$ cat config.mk
export PLATFORM = sky130hd
export DESIGN_NAME = mc_ctrl
export DESIGN_NICKNAME = d
export VERILOG_FILES = /design/src/rtl/mc_ctrl.sv
export SDC_FILE = /design/constraint.sdc
export NUM_CORES = 1
export LEC_CHECK = 0
export CORE_AREA = 2 2 78 80
export DETAILED_ROUTE_END_ITERATION = 8
export DIE_AREA = 0 0 80 82
export GPL_TIMING_DRIVEN = 0
export PLACE_DENSITY = 0.85
export SLEW_MARGIN = 0
export SYNTH_ARGS = -nofsm -noshare
export SYNTH_HDL_FRONTEND = slang
export SYNTH_SLANG_ARGS = --single-unit
$ cat constraint.sdc
create_clock -name clk -period 2.7 [get_ports clk]
set_input_delay 0.81 -clock clk [delete_from_list [all_inputs] [get_ports clk]]
set_output_delay 0.81 -clock clk [all_outputs]
set_load 0.02 [all_outputs]
$ cat src/rtl/mc_ctrl.sv
// Multi-cycle MIPS sequencing controller: steps each instruction through
// FETCH/DECODE/EXE/MEM/WB over a shared req/ready memory port.
module mc_ctrl #(
   parameter int unsigned CNT_W = 32
) (
   input  logic             clk,
   input  logic             reset,
   input  logic [5:0]       optCode,
   input  logic [5:0]       funcCode,
   input  logic             cmp,
   input  logic             mem_ready,
   output logic             mem_req,
   output logic             mem_write_enable,
   output logic             ir_write,
   output logic             pc_write,
   output logic             reg_write_enable,
   output logic [3:0]       alu_op,
   output logic [2:0]       ext_op,
   output logic [2:0]       alu_src,
   output logic [2:0]       nPC_sel,
   output logic [2:0]       regw_dst,
   output logic [2:0]       regw_src,
   output logic [2:0]       width,
   output logic [2:0]       state,
   output logic             illegal,
   output logic [CNT_W-1:0] instr_cnt
);

   typedef enum logic [2:0] {
      S_FETCH  = 3'd0,
      S_DECODE = 3'd1,
      S_EXE    = 3'd2,
      S_MEM    = 3'd3,
      S_WB     = 3'd4
   } state_t;

   state_t           r_state;
   state_t           w_next;
   logic [CNT_W-1:0] r_cnt;
   logic             w_addu, w_subu, w_jr, w_nop, w_ori, w_lui;
   logic             w_lw, w_sw, w_beq, w_j, w_jal, w_ill;
   logic             w_short;
   logic             w_retire;

   always_comb begin
      w_addu = 1'b0;
      w_subu = 1'b0;
      w_jr   = 1'b0;
      w_nop  = 1'b0;
      w_ori  = 1'b0;
      w_lui  = 1'b0;
      w_lw   = 1'b0;
      w_sw   = 1'b0;
      w_beq  = 1'b0;
      w_j    = 1'b0;
      w_jal  = 1'b0;
      w_ill  = 1'b0;
      case (optCode)
         6'b000000: begin
            case (funcCode)
               6'b100001: w_addu = 1'b1;
               6'b100011: w_subu = 1'b1;
               6'b001000: w_jr   = 1'b1;
               6'b000000: w_nop  = 1'b1;
               default:   w_ill  = 1'b1;
            endcase
         end
         6'b001101: w_ori = 1'b1;
         6'b001111: w_lui = 1'b1;
         6'b100011: w_lw  = 1'b1;
         6'b101011: w_sw  = 1'b1;
         6'b000100: w_beq = 1'b1;
         6'b000010: w_j   = 1'b1;
         6'b000011: w_jal = 1'b1;
         default:   w_ill = 1'b1;
      endcase
   end

   // Instructions that finish in DECODE: jumps without link, nop and anything unsupported
   assign w_short = w_j | w_jr | w_nop | w_ill;

   always_comb begin
      w_next = S_FETCH;
      case (r_state)
         S_FETCH:  w_next = mem_ready ? S_DECODE : S_FETCH;
         S_DECODE: begin
            if (w_short)    w_next = S_FETCH;
            else if (w_jal) w_next = S_WB;
            else            w_next = S_EXE;
         end
         S_EXE: begin
            if (w_lw || w_sw) w_next = S_MEM;
            else if (w_beq)   w_next = S_FETCH;
            else              w_next = S_WB;
         end
         S_MEM: begin
            if (!mem_ready) w_next = S_MEM;
            else if (w_lw)  w_next = S_WB;
            else            w_next = S_FETCH;
         end
         S_WB:    w_next = S_FETCH;
         default: w_next = S_FETCH;
      endcase
   end

   // Every return to FETCH from a later step is exactly one retirement
   assign w_retire = (r_state != S_FETCH) && (w_next == S_FETCH);

   always_ff @(posedge clk or negedge reset) begin
      if (!reset) begin
         r_state <= S_FETCH;
         r_cnt   <= '0;
      end else begin
         r_state <= w_next;
         if (w_retire) r_cnt <= r_cnt + {{(CNT_W-1){1'b0}}, 1'b1};
      end
   end

   always_comb begin
      mem_req          = 1'b0;
      mem_write_enable = 1'b0;
      ir_write         = 1'b0;
      pc_write         = 1'b0;
      reg_write_enable = 1'b0;
      illegal          = 1'b0;
      alu_op           = '0;
      ext_op           = '0;
      alu_src          = '0;
      nPC_sel          = '0;
      regw_dst         = '0;
      regw_src         = '0;
      if (reset) begin
         // ALU/EXT fields stay valid from EXE through WB so the address and result remain stable
         if (r_state inside {S_EXE, S_MEM, S_WB}) begin
            if (w_subu) alu_op = 4'd1;
            if (w_ori) begin
               alu_src = 3'd1;
               alu_op  = 4'd2;
            end
            if (w_lui) ext_op = 3'd2;
            if (w_lw || w_sw) begin
               ext_op  = 3'd1;
               alu_src = 3'd1;
            end
            if (w_beq) begin
               ext_op = 3'd1;
               alu_op = 4'd3;
            end
         end
         case (r_state)
            S_FETCH: begin
               mem_req  = 1'b1;
               ir_write = mem_ready;
            end
            S_DECODE: begin
               if (w_short) begin
                  pc_write = 1'b1;
                  illegal  = w_ill;
                  if (w_j)       nPC_sel = 3'd2;
                  else if (w_jr) nPC_sel = 3'd3;
               end
            end
            S_EXE: begin
               if (w_beq) begin
                  pc_write = 1'b1;
                  nPC_sel  = cmp ? 3'd1 : 3'd0;
               end
            end
            S_MEM: begin
               mem_req          = 1'b1;
               mem_write_enable = w_sw;
            end
            S_WB: begin
               reg_write_enable = 1'b1;
               pc_write         = 1'b1;
               if (w_jal)               nPC_sel  = 3'd2;
               if (w_addu || w_subu)    regw_dst = 3'd1;
               else if (w_jal)          regw_dst = 3'd2;
               if (w_lw)                regw_src = 3'd1;
               else if (w_lui)          regw_src = 3'd2;
               else if (w_jal)          regw_src = 3'd3;
            end
            default: ;
         endcase
      end
   end

   assign width     = '0;
   assign state     = r_state;
   assign instr_cnt = r_cnt;

endmodule

==> results by group <==
Finish
  • Fill count: 390
  • Area Overhead vs Synth: 74.4%
  • Nets: 394
  • Layout cells sized above 1: 39.1%
  • Diode count: 0
  • Most frequent cells in the layout: clkdlybuf4s50_1, buf_4, dfrtp_1
  • Commonest non-fill, non-tap cell in the layout: clkdlybuf4s50_1
  • Final non-filler cell total: 451
  • Final Cell Area: 0.00394 mm²

Synth
  • Ys flop type: dfrtp_1
  • Async S/R FF share, synth: 100%
  • Leading area contributor after synthesis: dfrtp_1
  • Post-Syn Area per Cell: 8.56 µm²
  • Post-synth EDFFs: 0
  • Synth unique cells: 46
  • Sequential area share after synthesis: 38.7%
  • Ys Warns: 0
  • Area contributors post-synth: dfrtp_1, xor2_1, nor2_1, nor3_1, buf_4
  • Synth Instances: 264
  • Top-area cell type share of the netlist area: 38.7%
  • Synthesized flop and latch total: 35
  • Synth Cell Area: 0.00226 mm²

Global routing
  • Initial antenna violation count: 0
  • First-pass GRT wire length: 10,500 µm
  • Largest net degree at the start of global routing: 43
  • Global-route usage over all layers: 20.7%
  • Vias in the first global route: 2,181
  • Global route overflow: 0

Drt
  • Detailed Routing Iterations Pass 1: 5
  • Drc violations: 0
  • Post-Route WL: 8600 µm
  • Via count: 2,571
  • Vias per inst: 5.70
  • ANT nets after route: 0
  • Drt wl/cell: 19.1 µm
  • DRT iter0 DRCs: 263

Flow run
  • Max cap viols: 0

Timing
  • Final Setup Violations: 40
  • Unrepaired setup endpoints after global routing: true
  • Crit path time final: 3190 ps
  • Slack of the critical path: -491 ps
  • Highest Clock Rate: 313 MHz
  • Worst slew pin tran: 861 ps
  • Skew final: 7.28 ps
  • Slew headroom: 42.6%
  • Slew Viols, Final: 0
  • Final hold vios: 0
  • Crit share post-route: 118%

Clock network
  • Num CTS Buffers: 5
  • CTS max path bufs: 2
  • Reg clk slew, reported paths: 70 ps
  • Worst skew pair latency: 290 ps
  • CTS Root Cell: clkbuf_8
  • Hold buffers post-CTS: 0
  • CTS tree: done
  • Htree depth: 2
  • # clock sinks: 35

Status
  • Status: finished, violations left
  • Failing checks: setup timing

Floorplan
  • DIE AREA: 0.00656 mm²
  • Initial Util: 39.4%
  • Rows: 28
  • Core Box Area: 0.00575 mm²
  • Die X: 80 µm
  • # IOs: 79
  • Die Span Y: 82 µm

Setup path
  • Worst Setup End Kind: output pin
  • Critical path arrival: 2380 ps
  • Crit. Startpoint: optCode[5]
  • Worst Path Required: 1890 ps
  • R2r startpoint: instr_cnt[0]$_DFFE_PN0P_
  • Worst setup path class: in -> out
  • Startpoint types: input pin
  • Crit-path max FO: 4

Pwr
  • Leakage Power: 1.61 nW
  • Cell Pwr Density: 497 mW/mm²
  • Peak VDD IR: 0.507 mV

Min path
  • Hold Crit Class: in -> async

Place
  • Routability congestion estimate: 0.903
  • Area post-placement: 0.00309 mm²
  • DP HPWL: 4410 µm
  • Port-buffer cells: 66
  • Placed cells: 415
## area by class of cell
cell class	instances	area (µm²)	area share, %
multi-input combinational	207	1740	44.2
timing repair buffer	98	947	24.0
sequential	35	877	22.2
buffer	20	170	4.32
tap	75	93.8	2.38
clock buffer	6	72.6	1.84
inverter	10	37.5	0.952
## kinds of logic after synthesis
family                   Yosys count  share of synthesized area, %
adder cells (fa/ha/maj)            1                         0.553
AO/OA/AOI/OAI                     20                          6.14
multiplexers                       1                         0.498
other                              1                         0.166
XOR/XNOR                          34                          13.2
AND/OR/NAND/NOR                  140                          33.1
flip-flops                        35                          38.7
buffers and inverters             32                          7.64
## through the flow
| step | hold WS (ps) | util [%] | setup TNS, ps | power [W] | setup slack [ps] |
|---|---|---|---|---|---|
| 6_report | 355 | 68.6 | -6370 | 0.00196 | -491 |
| 3_5_place_dp | 472 | 53.8 | -36410 | 0.00136 | -1420 |
| 3_3_place_gp | 466 | 53.9 | -54750 | 0.00133 | -2510 |
| 4_1_cts | 368 | 59.4 | -3210 | 0.00174 | -439 |
| 2_1_floorplan | 514 | - | -983 | 0.00107 | -199 |
| 5_1_grt | 370 | 68.6 | -7700 | 0.00205 | -518 |
## synthesized netlist by cell type (all sizes together) (2+ instances only)
cell type,n
nand3b,3
nand4,4
a31oi,3
or4,3
or3,2
buf,17
nor3b,3
nand2b,4
inv,10
nor4,12
xor2,27
a21oi,4
xnor2,7
and3,4
nor2,33
nor4b,2
nand2,18
o21ai,6
or2,3
dfrtp,35
nor3,22
nor2b,9
nand3,12
a211oi,2
clkbuf,5
## registers in the layout (all words and copies together) (netlist names)
register,count
instr_cnt,32
state,3
## worst max-delay path: stages
cell and delay, ps:
buf_8 100, or2_4 260, or4_4 570, nor2_4 190
a31oi_4 110, nor3_2 180, buf_4 160
## power breakdown
group          internal [W]  leakage (nW)  switching [W]
registers          0.000607         0.369       0.000115
clock network      0.000172        0.0371       0.000181
logic              0.000392          1.20       0.000494
total               0.00117          1.61       0.000790
## timing repair
| action | CTS | global route |
|---|---|---|
| gates cloned | 0 | 2 |
| endpoints found under the hold margin | 0 | 0 |
| resized for setup | 137 | 95 |
| setup buffers | 14 | 16 |
| endpoints found under the setup margin | 49 | 37 |
| pin swaps | 16 | 39 |
## metal layers
| metal | global-route usage (%) | part of all wire, % |
|---|---|---|
| met5 | 0 | 0 |
| met4 | 8.14 | 3.6 |
| met3 | 5.82 | 7.9 |
| met2 | 33.6 | 49 |
| met1 | 26.2 | 39 |
## final timing paths
kind / to / slack [ps] / cells after the start
setup / recovery: alu_op[0] / -490 / 7
hold / removal: instr_cnt[16]$_DFFE_PN0P_ / 360 / 1
setup reg to reg: instr_cnt[22]$_DFFE_PN0P_ / -20 / 7
hold reg to reg: instr_cnt[31]$_DFFE_PN0P_ / 480 / 1
max in group asynchronous: state[2]$_DFF_PN0_ / 2140 / 1
min in group clk: instr_cnt[31]$_DFFE_PN0P_ / 480 / 1
Note: power is estimated with default switching activity, not from simulation.
